$ cat src/rtl/vai_c2tx_arb.sv
// vai_c2tx_arb
// Arbiter for the CCI-P c2 (MMIO read response) Tx channel of the VAI manager.
// Two response sources are each buffered in a small FIFO:
//   - manager-local CSR read responses (loc_*)
//   - responses returned from the sub-AFU mux (sub_*)
// One response per cycle is forwarded to the c2 output in round-robin order.
// c2 has no backpressure, so a response is only lost when its FIFO is full
// and nothing pops on that edge; such a drop sets a sticky overflow flag.
//
// Ports:
//   clk, reset                   clock, asynchronous active-high reset
//   loc_valid/loc_tid/loc_data   local CSR response (one-cycle pulse)
//   sub_valid/sub_tid/sub_data   sub-AFU mux response
//   clr_err                      one-cycle pulse clearing the overflow flags
//   out_valid/out_tid/out_data   registered c2 response toward CCI-P
//   loc_overflow, sub_overflow   sticky drop flags
//   loc_cnt, sub_cnt             forwarded-response counters (wrapping)
//   loc_occ, sub_occ             FIFO occupancies
module vai_c2tx_arb #(
    parameter int DEPTH  = 4,
    parameter int TID_W  = 9,
    parameter int DATA_W = 64,
    parameter int CNT_W  = 16
) (
    input  logic                       clk,
    input  logic                       reset,
    input  logic                       loc_valid,
    input  logic [TID_W-1:0]           loc_tid,
    input  logic [DATA_W-1:0]          loc_data,
    input  logic                       sub_valid,
    input  logic [TID_W-1:0]           sub_tid,
    input  logic [DATA_W-1:0]          sub_data,
    input  logic                       clr_err,
    output logic                       out_valid,
    output logic [TID_W-1:0]           out_tid,
    output logic [DATA_W-1:0]          out_data,
    output logic                       loc_overflow,
    output logic                       sub_overflow,
    output logic [CNT_W-1:0]           loc_cnt,
    output logic [CNT_W-1:0]           sub_cnt,
    output logic [$clog2(DEPTH):0]     loc_occ,
    output logic [$clog2(DEPTH):0]     sub_occ
);

    localparam int AW = $clog2(DEPTH);
    localparam int OW = AW + 1;
    localparam int EW = TID_W + DATA_W;

    typedef enum logic {SRC_LOC, SRC_SUB} src_e;

    logic [EW-1:0] loc_mem [DEPTH];
    logic [EW-1:0] sub_mem [DEPTH];
    logic [AW-1:0] loc_wr, loc_rd, sub_wr, sub_rd;

    src_e last_grant, last_grant_nxt;

    logic          loc_ne, sub_ne, loc_full, sub_full;
    logic          grant_loc, grant_sub;
    logic          loc_push, sub_push, loc_ovf, sub_ovf;
    logic [EW-1:0] head;

    // Arbitration and push/drop decisions, all on pre-edge occupancies.
    always_comb begin
        loc_ne    = (loc_occ != '0);
        sub_ne    = (sub_occ != '0);
        loc_full  = (loc_occ == OW'(DEPTH));
        sub_full  = (sub_occ == OW'(DEPTH));
        grant_loc = loc_ne && (!sub_ne || last_grant == SRC_SUB);
        grant_sub = sub_ne && (!loc_ne || last_grant == SRC_LOC);
        // A full FIFO still accepts a push when it pops on the same edge.
        loc_push  = loc_valid && (!loc_full || grant_loc);
        sub_push  = sub_valid && (!sub_full || grant_sub);
        loc_ovf   = loc_valid && loc_full && !grant_loc;
        sub_ovf   = sub_valid && sub_full && !grant_sub;
        head      = grant_loc ? loc_mem[loc_rd] : sub_mem[sub_rd];
    end

    always_comb begin
        last_grant_nxt = last_grant;
        if (grant_loc)
            last_grant_nxt = SRC_LOC;
        else if (grant_sub)
            last_grant_nxt = SRC_SUB;
    end

    always_ff @(posedge clk or posedge reset) begin
        if (reset)
            last_grant <= SRC_SUB;
        else
            last_grant <= last_grant_nxt;
    end

    // Storage is not reset; pointers and occupancy define what is valid.
    always_ff @(posedge clk) begin
        if (loc_push)
            loc_mem[loc_wr] <= {loc_tid, loc_data};
        if (sub_push)
            sub_mem[sub_wr] <= {sub_tid, sub_data};
    end

    always_ff @(posedge clk or posedge reset) begin
        if (reset) begin
            loc_wr  <= '0;
            loc_rd  <= '0;
            loc_occ <= '0;
            sub_wr  <= '0;
            sub_rd  <= '0;
            sub_occ <= '0;
        end else begin
            if (loc_push)
                loc_wr <= loc_wr + AW'(1);
            if (grant_loc)
                loc_rd <= loc_rd + AW'(1);
            loc_occ <= loc_occ + OW'(loc_push) - OW'(grant_loc);
            if (sub_push)
                sub_wr <= sub_wr + AW'(1);
            if (grant_sub)
                sub_rd <= sub_rd + AW'(1);
            sub_occ <= sub_occ + OW'(sub_push) - OW'(grant_sub);
        end
    end

    always_ff @(posedge clk or posedge reset) begin
        if (reset) begin
            out_valid <= 1'b0;
            out_tid   <= '0;
            out_data  <= '0;
            loc_cnt   <= '0;
            sub_cnt   <= '0;
        end else begin
            out_valid <= grant_loc || grant_sub;
            if (grant_loc || grant_sub) begin
                out_tid  <= head[EW-1:DATA_W];
                out_data <= head[DATA_W-1:0];
            end
            if (grant_loc)
                loc_cnt <= loc_cnt + CNT_W'(1);
            if (grant_sub)
                sub_cnt <= sub_cnt + CNT_W'(1);
        end
    end

    // A new overflow on the same edge as clr_err keeps the flag set.
    always_ff @(posedge clk or posedge reset) begin
        if (reset) begin
            loc_overflow <= 1'b0;
            sub_overflow <= 1'b0;
        end else begin
            if (loc_ovf)
                loc_overflow <= 1'b1;
            else if (clr_err)
                loc_overflow <= 1'b0;
            if (sub_ovf)
                sub_overflow <= 1'b1;
            else if (clr_err)
                sub_overflow <= 1'b0;
        end
    end

endmodule

$ cat config.mk
export PLATFORM = sky130hd
export DESIGN_NAME = vai_c2tx_arb
export DESIGN_NICKNAME = d
export VERILOG_FILES = /design/src/rtl/vai_c2tx_arb.sv
export SDC_FILE = /design/constraint.sdc
export NUM_CORES = 1
export LEC_CHECK = 0
export ABC_AREA = 0
export ABC_CLOCK_PERIOD_IN_PS = 4100
export CAP_MARGIN = 20
export CORE_MARGIN = 2
export CORE_UTILIZATION = 27
export CTS_CLUSTER_DIAMETER = 60
export DETAILED_ROUTE_END_ITERATION = 10
export DONT_BUFFER_PORTS = 1
export MAX_ROUTING_LAYER = met4
export PLACE_DENSITY = 0.39
export SETUP_SLACK_MARGIN = 0.1
export SLEW_MARGIN = 10
export SYNTH_ARGS = -nofsm -noshare
export SYNTH_HDL_FRONTEND = slang
export SYNTH_SLANG_ARGS = --single-unit
$ cat constraint.sdc
create_clock -name clk -period 4.1 [get_ports clk]
set_input_delay 0.82 -clock clk [delete_from_list [all_inputs] [get_ports clk]]
set_output_delay 0.82 -clock clk [all_outputs]
set_load 0.1 [all_outputs]
==> impl_metrics.csv <==
group,metric,value,unit
floorplan,ios,265,
power,power,0.0286,W
floorplan,rows,115,
clock_network,cts_num_sinks,707,
floorplan,core-area,98300,sq um
power,total_leakage_power,10.7,nW
grt,grt_max_degree,59,
routing,drc,0,
clock_network,ctsLongestPathBuffers,3,
logic_synthesis,ys_warn_count,0,
worst_hold_path,min_path_type,"primary input to async pin",
worst_setup_path,worst-path-buf-inv,1,
worst_setup_path,path_delay_family,"simple AND/OR/NAND/NOR gates",
clock_network,post_cts_buffers,0,
floorplan,die_h,319,um
clock_network,cts_made_buffers,89,
worst_setup_path,worstSetupPathType,"flop to flop",
grt,grt_pass1_vias,13779,
flow_run,cap_violations,0,
run_status,outcome,"complete, no violations",
worst_setup_path,cp_slowest_cell,"or3_1",
placed_design,gp_congestion,0.704,
sta,setup_viol,0,
sta,max_slew_margin,0.267,
layout,areaGrowthSynthToFinish,18.8,%
sta,hold_slack,0.271,ns
clock_network,cts_root_buffer,"clkbuf_16",
clock_network,ctsHtreeMaxLevel,3,
logic_synthesis,synth-seq-cells,707,
routing,wl,72.0,mm
floorplan,initial_core_util,0.272,
layout,final_cell_mix,"584 x edfxtp_1, 146 x mux4_2, 146 x a22oi_1, 118 x dfrtp_1, 93 x nand2_1",
layout,nFillCells,9319,
logic_synthesis,ys_seq_area_frac,0.772,
routing,routed_via_density,4.69,
clock_network,cts_tree,"yes",
placed_design,dp.cells,2571,
routing,route.vias.total,12848,
clock_network,cts_resized,0,
worst_setup_path,cp-end-kind,"flop",
logic_synthesis,synth-main-ff-cell,"edfxtp_1",
routing,drt_iter0_markers,932,
layout,final_cells,2737,
logic_synthesis,yosys.area.top_type,"edfxtp_1",
grt,grt_antenna_before_repair,3,
sta,rsz0062_at_grt,"false",
sta,period_minus_slack,2.89,ns
grt,grt_pass1_wl,104,mm
logic_synthesis,synth_cells,1298,
sta,hold_viol_final,0,
routing,dr.pass1.iters,5,
sta,worstMarginPinSlew,1.10,ns
worst_setup_path,path_max_fanout,26,
logic_synthesis,syn_nets,1465,
logic_synthesis,synth.distinct_cells,42,
sta,finalCritPeriodShare,0.704,
logic_synthesis,synth_area_per_cell,20.6,sq um
clock_network,clkSlewWorstSetupHoldPaths,0.06,ns
sta,setup_tns,0,ns
logic_synthesis,synthesis.area,26700,sq um
sta,fmax,346,MHz
worst_setup_path,critical_path.cell_chain,"or3_1 -> nand2_1 -> o21a_1 -> and2_4 -> buf_4",
logic_synthesis,synth_edf_count,584,
layout,final_nets,1543,
clock_network,clk_latency,0.64,ns
worst_setup_path,critPathMaxStageDelay,0.63,ns
routing,routedWlPerCell,26.3,um
power,cellPowerDensity,902,nW/um^2
clock_network,cts_hold_buf,0,
worst_setup_path,cp.required,4.41,ns
floorplan,die_w,319,um
worst_setup_path,startpoint_type,"flop",
layout,layout_commonest_cell,"edfxtp_1",
layout,drive_above_1_share,0.250,
grt,grtUsageTotal,0.148,
placed_design,port_buffers,0,
sta,drv_slew,0,
layout,fin_util,0.323,
routing,drtAntennaViolNets,0,
sta,fin_skew,0.0240,ns
worst_setup_path,cp.arrival,3.19,ns
placed_design,hpwl,43.1,mm
layout,antenna_cells,0,
logic_synthesis,async_flop_share,0.174,
grt,grt-ovfl-total,0,
logic_synthesis,synth.area.top_cells,"edfxtp_1 66%, mux4_2 12%, dfrtp_1 11%",
logic_synthesis,yosysTopAreaCellShare,0.656,
floorplan,fp.dieArea,101000,sq um
power,vdd_drop_max,0.394,mV
path summary, 6_finish.rpt:
path | start | to | slack [ns] | cells after the start
max | loc_occ[0] | sub_mem[0][27] | 1.21 | 5
min | reset | loc_cnt[12] | 0.27 | 2
max reg2reg | loc_occ[0] | sub_mem[0][27] | 1.21 | 5
min reg2reg | loc_wr[1] | loc_wr[1] | 0.56 | 1
max in group asynchronous | reset | loc_rd[1] | 3.21 | 2
min in group clk | loc_data[4] | loc_mem[0][4] | 0.27 | 0
synth_stat cells (all sizes together), types with 7 or more instances:
cell type,number
clkbuf,30
nand3,8
mux4,146
a22oi,146
nand2,93
edfxtp,584
nor3,7
and2,8
xnor2,25
buf,35
dfrtp,122
xor2,15
nor2,8
ha,14
nand4,10
inv,18
area by class of cell:
cell class,count,area (sq um),area share
clock buffers,125,2540,0.0799
clock inverters,40,443,0.0140
inverters,18,73.8,0.00233
multi-input cells,508,5790,0.183
flip-flops and latches,707,20600,0.650
well taps,1287,1610,0.0508
repair buffers,52,641,0.0202
metrics by stage:
step / setup WS [ns] / area [sq um]
4_1_cts: 1.14 / 31700
3_3_place_gp: 1.24 / 28700
3_5_place_dp: 1.17 / 28700
2_1_floorplan: 0.132 / 26700
6_report: 1.21 / 31700
5_1_grt: 1.03 / 31700
state kept, by name, summed over array words and instances, names as in the netlist, 2 cells and up:
name,count
sub_wr,2
loc_rd,2
loc_wr,2
loc_cnt,16
sub_rd,2
loc_mem,292
out_data,64
sub_cnt,16
loc_occ,3
sub_mem,292
sub_occ,3
out_tid,9
per-layer routing:
layer,vias to the layer above,part of all wire,GRT usage
met5,-,0,-
met4,0,0.019,0.0401
met3,102,0.080,0.0531
met2,367,0.47,0.229
met1,6877,0.43,0.183
li1,5502,-,-
cell families (layout without fill, tap and decap cells):
group,after synthesis,after routing,share of synthesized area
flip-flops,707,707,0.772
multiplexers,149,149,0.124
AND/OR/NAND/NOR,145,145,0.0245
buffers and inverters,83,235,0.0131
AO/OA/AOI/OAI,158,158,0.0453
XOR/XNOR,40,40,0.0131
adder cells (fa/ha/maj),16,16,0.00805
where the power goes:
group          switching, W  internal, W  leakage [nW]  total, W
Sequential          0.00400      0.00961          6.86    0.0136
Combinational       0.00436      0.00283          2.43   0.00720
Clock               0.00303      0.00478          1.44   0.00781
Power figures use the tool's default switching activity.
